===== src/rtl/taus_pkg.sv =====
// Purpose : shared types, seed limits and the combinational taus88 step.
// Latency : pure combinational helpers, no state.
// Backpressure: n/a (no handshake in this file).
//
// Contents:
//   MIN_S1..MIN_S3   smallest legal seed per component (smaller seeds degenerate)
//   MASK_S1..MASK_S3 low-bit masks applied before the long shift of each component
//   gen_state_e      pair-assembly FSM states
//   taus_state_t     the three 32-bit component states
//   taus_step_t      next component states plus the combined output word
//   taus88_step()    one generator step
//   seed_below_min() true when a seed must be replaced by its default
package taus_pkg;

   // A component seed below its minimum leaves only the masked-off low bits
   // set, which collapses that component to an all-zero sequence.
   localparam logic [31:0] MIN_S1 = 32'd2;
   localparam logic [31:0] MIN_S2 = 32'd8;
   localparam logic [31:0] MIN_S3 = 32'd16;

   localparam logic [31:0] MASK_S1 = ~32'd1;
   localparam logic [31:0] MASK_S2 = ~32'd7;
   localparam logic [31:0] MASK_S3 = ~32'd15;

   // GEN_LO produces the first word of a pair; GEN_HI the second word
   // together with the load of the output stage.
   typedef enum logic {
      GEN_LO = 1'b0,
      GEN_HI = 1'b1
   } gen_state_e;

   typedef struct packed {
      logic [31:0] s1;
      logic [31:0] s2;
      logic [31:0] s3;
   } taus_state_t;

   typedef struct packed {
      taus_state_t s;
      logic [31:0] word;
   } taus_step_t;

   // One taus88 step. All shifts truncate to 32 bits. The output word is
   // built from the updated states, not the current ones.
   function automatic taus_step_t taus88_step(input taus_state_t cur);
      logic [31:0] b1;
      logic [31:0] b2;
      logic [31:0] b3;
      taus_step_t  nxt;
      b1         = ((cur.s1 << 13) ^ cur.s1) >> 19;
      nxt.s.s1   = ((cur.s1 & MASK_S1) << 12) ^ b1;
      b2         = ((cur.s2 << 2) ^ cur.s2) >> 25;
      nxt.s.s2   = ((cur.s2 & MASK_S2) << 4) ^ b2;
      b3         = ((cur.s3 << 3) ^ cur.s3) >> 11;
      nxt.s.s3   = ((cur.s3 & MASK_S3) << 17) ^ b3;
      nxt.word   = nxt.s.s1 ^ nxt.s.s2 ^ nxt.s.s3;
      return nxt;
   endfunction

   function automatic logic seed_below_min(input logic [31:0] seed,
                                           input logic [31:0] min_seed);
      return (seed < min_seed);
   endfunction

endpackage


===== src/rtl/taus88_core.sv =====
// Purpose : taus88 state registers with seed load/sanitize and step enable.
// Latency : word_o is the combinational next word; states update on the step edge.
// Backpressure: states hold whenever step_en_i is low.
//
// Ports:
//   clk, rst        clock, synchronous active-high reset (restores defaults)
//   load_i          load seed1_i..seed3_i (priority over step_en_i)
//   seed1_i..3_i    candidate seeds, replaced by defaults when below minimum
//   step_en_i       advance all three components by one step
//   word_o          word that the next step will produce
//   seed_err_o      some seed was replaced at the most recent load
module taus88_core
   import taus_pkg::*;
#(
   parameter logic [31:0] DEFAULT_S1 = 32'h0000_1234,
   parameter logic [31:0] DEFAULT_S2 = 32'h0000_5678,
   parameter logic [31:0] DEFAULT_S3 = 32'h0009_ABCD
) (
   input  logic        clk,
   input  logic        rst,
   input  logic        load_i,
   input  logic [31:0] seed1_i,
   input  logic [31:0] seed2_i,
   input  logic [31:0] seed3_i,
   input  logic        step_en_i,
   output logic [31:0] word_o,
   output logic        seed_err_o
);

   taus_state_t state_q;
   taus_state_t state_d;
   logic        seed_err_q;
   logic        seed_err_d;
   taus_step_t  nxt;

   logic        sub1;
   logic        sub2;
   logic        sub3;

   assign nxt  = taus88_step(state_q);
   assign sub1 = seed_below_min(seed1_i, MIN_S1);
   assign sub2 = seed_below_min(seed2_i, MIN_S2);
   assign sub3 = seed_below_min(seed3_i, MIN_S3);

   always_comb begin
      state_d    = state_q;
      seed_err_d = seed_err_q;
      if (load_i) begin
         state_d.s1 = sub1 ? DEFAULT_S1 : seed1_i;
         state_d.s2 = sub2 ? DEFAULT_S2 : seed2_i;
         state_d.s3 = sub3 ? DEFAULT_S3 : seed3_i;
         // The flag reflects only the latest load, so a clean load clears it.
         seed_err_d = sub1 | sub2 | sub3;
      end else if (step_en_i) begin
         state_d = nxt.s;
      end
   end

   always_ff @(posedge clk) begin
      if (rst) begin
         state_q.s1 <= DEFAULT_S1;
         state_q.s2 <= DEFAULT_S2;
         state_q.s3 <= DEFAULT_S3;
         seed_err_q <= 1'b0;
      end else begin
         state_q    <= state_d;
         seed_err_q <= seed_err_d;
      end
   end

   assign word_o     = nxt.word;
   assign seed_err_o = seed_err_q;

endmodule


===== src/rtl/taus_pair_urng.sv =====
// Purpose : packs two consecutive taus88 words into a (u1, u2) pair on valid/ready.
// Latency : first pair valid 2 cycles after reset release or seed_load; 1 pair / 2 cycles.
// Backpressure: a held pair stalls the generator in GEN_HI; no word is skipped or repeated.
//
// Ports:
//   clk, rst         clock, synchronous active-high reset
//   seed_load        one-cycle pulse loading seed1..seed3 (rst has priority)
//   seed1..seed3     component seeds
//   seed_err         a seed was replaced by its default at the last seed_load
//   out_valid        u1/u2 hold a pair
//   out_ready        consumer accepts the pair
//   u1, u2           first and second word of the pair
module taus_pair_urng
   import taus_pkg::*;
#(
   parameter logic [31:0] DEFAULT_S1 = 32'h0000_1234,
   parameter logic [31:0] DEFAULT_S2 = 32'h0000_5678,
   parameter logic [31:0] DEFAULT_S3 = 32'h0009_ABCD
) (
   input  logic        clk,
   input  logic        rst,
   input  logic        seed_load,
   input  logic [31:0] seed1,
   input  logic [31:0] seed2,
   input  logic [31:0] seed3,
   output logic        seed_err,
   output logic        out_valid,
   input  logic        out_ready,
   output logic [31:0] u1,
   output logic [31:0] u2
);

   gen_state_e  state_q;
   logic [31:0] lo_q;
   logic [31:0] u1_q;
   logic [31:0] u2_q;
   logic        out_valid_q;

   logic        handshake;
   logic        step_en;
   logic        pair_load;
   logic [31:0] word;

   assign handshake = out_valid_q && out_ready;

   // GEN_LO always steps (lo_q is free). GEN_HI steps only when the output
   // stage can take the new pair: empty, or drained this very cycle.
   // A seed_load overrides the step; the core gives its load priority too.
   assign step_en   = !seed_load &&
                      ((state_q == GEN_LO) || !out_valid_q || out_ready);
   assign pair_load = (state_q == GEN_HI) && step_en;

   taus88_core #(
      .DEFAULT_S1 (DEFAULT_S1),
      .DEFAULT_S2 (DEFAULT_S2),
      .DEFAULT_S3 (DEFAULT_S3)
   ) u_core (
      .clk        (clk),
      .rst        (rst),
      .load_i     (seed_load),
      .seed1_i    (seed1),
      .seed2_i    (seed2),
      .seed3_i    (seed3),
      .step_en_i  (step_en),
      .word_o     (word),
      .seed_err_o (seed_err)
   );

   // Pair-assembly FSM and output stage.
   always_ff @(posedge clk) begin
      if (rst) begin
         state_q     <= GEN_LO;
         lo_q        <= '0;
         u1_q        <= '0;
         u2_q        <= '0;
         out_valid_q <= 1'b0;
      end else if (seed_load) begin
         // Any half-built pair belongs to the old sequence and is dropped.
         // A handshake in this cycle still completed on the consumer side.
         state_q     <= GEN_LO;
         lo_q        <= '0;
         out_valid_q <= 1'b0;
      end else begin
         if (handshake) begin
            out_valid_q <= 1'b0;
         end
         case (state_q)
            GEN_LO: begin
               lo_q    <= word;
               state_q <= GEN_HI;
            end
            GEN_HI: begin
               if (pair_load) begin
                  // Reload wins over the handshake clear above.
                  u1_q        <= lo_q;
                  u2_q        <= word;
                  out_valid_q <= 1'b1;
                  state_q     <= GEN_LO;
               end
            end
            default: state_q <= GEN_LO;
         endcase
      end
   end

   assign out_valid = out_valid_q;
   assign u1        = u1_q;
   assign u2        = u2_q;

endmodule


===== config.mk =====
export PLATFORM = sky130hd
export DESIGN_NAME = taus_pair_urng
export DESIGN_NICKNAME = d
export VERILOG_FILES = /design/src/rtl/taus_pkg.sv /design/src/rtl/taus88_core.sv /design/src/rtl/taus_pair_urng.sv
export SDC_FILE = /design/constraint.sdc
export NUM_CORES = 1
export LEC_CHECK = 0
export ABC_AREA = 1
export ABC_CLOCK_PERIOD_IN_PS = 3300
export CAP_MARGIN = 10
export CORE_MARGIN = 2
export CORE_UTILIZATION = 30
export CTS_CLUSTER_DIAMETER = 150
export DETAILED_ROUTE_END_ITERATION = 16
export HOLD_SLACK_MARGIN = 0.06
export PLACE_DENSITY_LB_ADDON = 0.25
export SYNTH_ARGS = -nofsm -noshare
export SYNTH_HDL_FRONTEND = slang
export SYNTH_SLANG_ARGS = --single-unit

===== constraint.sdc =====
create_clock -name clk -period 3.3 [get_ports clk]
set_clock_uncertainty 0.05 [all_clocks]
set_input_delay 0.33 -clock clk [delete_from_list [all_inputs] [get_ports clk]]
set_output_delay 0.33 -clock clk [all_outputs]
set_load 0.005 [all_outputs]

After elaboration in Yosys (flattened, before gate mapping)

Index checks and enable logic that the tools add are counted.

Magnitude comparators: 3
Mux-type cells: 10
Bitwise gates (word level): 12
Reductions and logical operators: 10

Operators with widths:

| operator                                            | number |
|---|---|
| two-way mux 96 bit                                  | 2 |
| bitwise XOR 32 bit                                  | 5 |
| two-way mux 32 bit                                  | 3 |
| < comparator 32 x 2 -> 1 bit, second input constant | 1 |
| < comparator 32 x 4 -> 1 bit, second input constant | 1 |
| < comparator 32 x 5 -> 1 bit, second input constant | 1 |
| bitwise XOR 32 x 13 -> 32 bit                       | 1 |
| bitwise XOR 32 x 21 -> 32 bit                       | 1 |
| bitwise XOR 32 x 7 -> 32 bit                        | 1 |
| two-way mux 1 bit                                   | 4 |
| logical AND 1 bit                                   | 3 |
| AND reduction 3 bit                                 | 1 |
| logical NOT 1 bit                                   | 2 |
| logical OR 1 bit                                    | 2 |
| inverter 1 bit                                      | 2 |
| OR 1 bit                                            | 2 |
| one-hot mux 1 bit (2 select lines)                  | 1 |
| nonzero test 2 bit                                  | 1 |
| OR reduction 2 bit                                  | 1 |

Register bits after elaboration: 195
Logic and storage cells: 44

Depth between registers and ports, before layout

Depth after elaboration: 7
Gate-level depth with buffers: 10
Mapped depth without buffers: 9

Modules after synthesis

Synthesis repeated with hierarchy kept, for this count alone.

Cell total of the unflattened synthesis: 1503
Area, all modules: 10078.4 um^2

Modules (own cells, without submodules):

| module         | times used | cells an instance | area each (um^2) | seq. area each (um^2) |
|---|---|---|---|---|
| taus88_core    | 1          | 836               | 5641.7           | 1781.7 |
| taus_pair_urng | 1          | 667               | 4436.8           | 1961.9 |

Least setup slack after synthesis

No wires, ideal clock.

Kind: input to register
Start point: input port rst
End point: register u_core.state_q[37] in the netlist's numbering
Library setup time: 0.119 ns
Arrival: 1.222 ns
Data required time: 3.131 ns
Slack: 1.909 ns
Stages on the path: 7
Cell sequence: clkbuf_1 inv_1 buf_2 clkbuf_1 o21ai_0 a21oi_1 nand2_1

RTL lines:

| element              | line                 | source |
|---|---|---|
| from (decl)          | taus_pair_urng.sv:21 | `input logic rst,` |
| to (signal assigned) | taus88_core.sv:66    | `state_q <= state_d;` |
| to (decl)            | taus88_core.sv:30    | `taus_state_t state_q;` |

Final worst setup path

Start point: register state_q
End point: register u_core.state_q[16] in the netlist's numbering

Cells in the longest elaborated chain, start to end: 5

Ends and longest elaborated chain:

| element                             | line                 | source |
|---|---|---|
| from (decl)                         | taus_pair_urng.sv:33 | `gen_state_e state_q;` |
| from (signal assigned)              | taus_pair_urng.sv:72 | `state_q <= GEN_LO;` |
| from (signal assigned)              | taus_pair_urng.sv:80 | `state_q <= GEN_LO;` |
| from (signal assigned)              | taus_pair_urng.sv:90 | `state_q <= GEN_HI;` |
| inverter 1 bit                      | n/a                  |  |
| logical OR 1 bit (2 in a row)       | taus_pair_urng.sv:50 | `((state_q == GEN_LO) \|\| !out_valid_q \|\| out_ready);` |
| logical AND 1 bit                   | taus_pair_urng.sv:49 | `assign step_en = !seed_load &&` |
| nonzero test 2 bit (no source line) | n/a                  |  |

Every way passes these cells.
A chain may end at the register's enable or synchronous reset.

==> results_dict.tcl <==
set metrics [dict create \
    cts_root_buffer "clkbuf_16" \
    leakage_nw 4.78 \
    start_util 0.307 \
    cts_hold_buf 0 \
    drt-total-wl_um 29500 \
    globalplace.congestion 0.928 \
    drt_iter0_drc 663 \
    reg2reg_to "u_core.state_q[16]" \
    final_layout_size_suffix_gt1_frac 0.0432 \
    timing.final.crit_share 0.584 \
    grt_pass1_wl_um 44700 \
    numCtsBuffers 17 \
    holdPathStages 2 \
    die-area_sq_um 31000 \
    grtUsageMet3 0.0256 \
    ys_ff_latch 187 \
    rsz0062_at_grt "false" \
    syn_to_final_growth_pct 26.4 \
    crit_top_cell "nand2_1" \
    setup_viol 0 \
    rrSetupSlack_ns 1.37 \
    grt_max_degree 88 \
    gr-usage-all-layers 0.190 \
    busiest_layer "met2" \
    netlist_instances 1258 \
    dp_hpwl_um 21900 \
    yosysUniqueCellTypes 31 \
    vias 8366 \
    hp-class "input pin to flop" \
    finalHoldViolCount 0 \
    vdd_drop_max_uv 397 \
    antenna_cells 0 \
    arrival_ns 2.20 \
    end_kind "flop" \
    antenna_found_initial 0 \
    pin_count 166 \
    tns_ns 0 \
    power_density_nw_per_um2 489 \
    min_to "u2[19]" \
    dr.pass1.iters 5 \
    cp_max_fo 34 \
    crit_path_max_incr_delay_ns 0.31 \
    avgViaCountPerCell 4.72 \
    gr-total-overflow 0 \
    syn_area_sq_um 8870 \
    wl_per_cell_um 16.7 \
    tritoncts "done" \
    status "finished clean" \
    crit_chain "buf_4 > nand3_4 > nand2_4 > inv_4 > buf_4 > nand2_1 > nand2_1 > a21oi_1 > nand2_1" \
    grt_pass1_vias 7685 \
    place_area_sq_um 10700 \
    avgSynthCellArea_sq_um 7.05 \
    tightest_slew_ns 0.839 \
    ys_seq_area_frac 0.422 \
    critPathSlowestCell "dfxtp_1" \
    die_y_um 176 \
    cp_num_buf_inv 3 \
    clk_pin_slew_ns 0.07 \
    use_met1 0.260 \
    reg2reg_depth 9 \
    drtAntennaViolNets 0 \
    cp.required_ns 3.57 \
    r2r-start "state_q" \
    clk_latency_ns 0.44 \
    io_buffer_count 157 \
    met2_usage 0.309 \
    slew-limit-headroom 0.441 \
    power_mw 5.49 \
    maxCapViolations 0 \
    clock_sinks 187 \
    synth_fp_nets 1358 \
    hp-start "rst" \
    slew_viol_final 0 \
    fin_area_sq_um 11200 \
    htreeDepth 4 \
    core_sq_um 28900 \
    startpoint_type "flop" \
    yosysWarnings 0 \
    die_x_um 176 \
    drcViolationCount 0 \
    path_delay_family "simple AND/OR/NAND/NOR gates" \
    crit_type "flop to flop" \
    max_freq_ghz 0.519 \
    postCtsSetupBuffers 0 \
    cts_max_path_buffers 2 \
    cts_resized 0 \
    fin_crit_ns 1.93 \
    fp-row-count 62 \
    num-nets-final 1475 \
]
synthesized netlist by cell type:
cell / count / area (sq um)
o21a_1: 13 / 97.6
or2_2: 4 / 25.0
buf_2: 25 / 125
o221ai_1: 1 / 8.76
a21oi_1: 105 / 526
dfxtp_1: 187 / 3740
a21o_1: 5 / 37.5
nor2_1: 189 / 709
clkbuf_1: 33 / 124
inv_4: 3 / 18.8
nand3b_1: 7 / 52.6
clkinv_1: 1 / 3.75
o21ai_1: 14 / 70.1
o21ai_0: 120 / 601
buf_6: 5 / 56.3
nand2_4: 2 / 22.5
inv_1: 92 / 345
nor2_4: 1 / 11.3
a31oi_1: 15 / 93.8
a211oi_1: 6 / 45.0
buf_4: 8 / 60.1
nand3_4: 1 / 17.5
and2_0: 1 / 6.26
buf_1: 2 / 7.51
xnor2_1: 55 / 482
nand2_1: 280 / 1050
nor3_1: 14 / 70.1
xor2_1: 31 / 272
o22ai_1: 3 / 18.8
inv_2: 2 / 7.51
nand3_1: 33 / 165
per-layer routing:
layer  vias up  share of wire
met5         -              0
met4         0          0.024
met3        33          0.058
met2       275           0.46
met1      3819           0.46
li1       4239              -
power breakdown:
group / switching, mW / internal [mW] / leakage [nW]
Clock: 0.929 / 1.04 / 0.276
Sequential: 0.140 / 2.40 / 1.54
Combinational: 0.565 / 0.414 / 2.96
worst max path at each step:
stage              start                  to  slack, ns  cells after the start
6_report         state_q  u_core.state_q[16]       1.37                      9
5_1_grt          state_q              u1[13]       1.14                      8
4_1_cts          state_q  u_core.state_q[16]       1.34                      9
3_5_place_dp   seed_load            lo_q[28]       0.99                      7
3_3_place_gp   seed_load            lo_q[25]       1.02                      7
2_1_floorplan        rst  u_core.state_q[37]       1.91                      7
area by class of cell:
class | instances | area (sq um)
sequential | 187 | 3740
timing repair buffer | 171 | 1680
inverter | 98 | 377
fill | 3092 | 17700
tap | 384 | 480
clock buffer | 22 | 474
multi-input combinational | 900 | 4380
clock inverter | 10 | 83.8
per-stage QoR:
| stage | std cells | utilization | setup slack, ns | hold slack, ns |
|---|---|---|---|---|
| after floorplan | 1258 | - | 1.91 | 0.386 |
| after global placement | 1740 | 0.368 | 1.02 | 0.396 |
| after detailed placement | 1740 | 0.368 | 0.989 | 0.402 |
| after CTS | 1772 | 0.388 | 1.34 | 0.286 |
| after global routing | 1772 | 0.388 | 1.14 | 0.304 |
| final | 1772 | 0.388 | 1.37 | 0.292 |
cells by family (layout without fill, tap and decap cells):
family | Yosys count | after routing | share of synthesized area
flip-flops | 187 | 187 | 0.422
XOR/XNOR | 86 | 86 | 0.0849
AO/OA/AOI/OAI | 282 | 282 | 0.169
buffers and inverters | 171 | 301 | 0.0843
AND/OR/NAND/NOR | 532 | 532 | 0.240
sequential cells by signal, indices dropped and copies added (netlist names):
signal	flops
u1	32
u_core.seed_err_o	1
out_valid	1
lo_q	32
u2	32
u_core.state_q	88
state_q	1
placed cells by master (no fill, tap or decap), drive strengths merged:
cell type	netlist	final
a21o	5	5
clkinv	1	9
nor2	190	190
o21ai	134	134
nand3	34	34
xnor2	55	55
o22ai	3	3
xor2	31	31
inv	97	99
nand3b	7	7
clkbuf	33	22
dfxtp	187	187
a21oi	105	105
o221ai	1	1
buf	40	16
o21a	13	13
and2	1	1
clkdlybuf4s50	0	155
a31oi	15	15
a211oi	6	6
nand2	282	282
nor3	14	14
or2	4	4
Note: power is estimated with default switching activity, not from simulation.
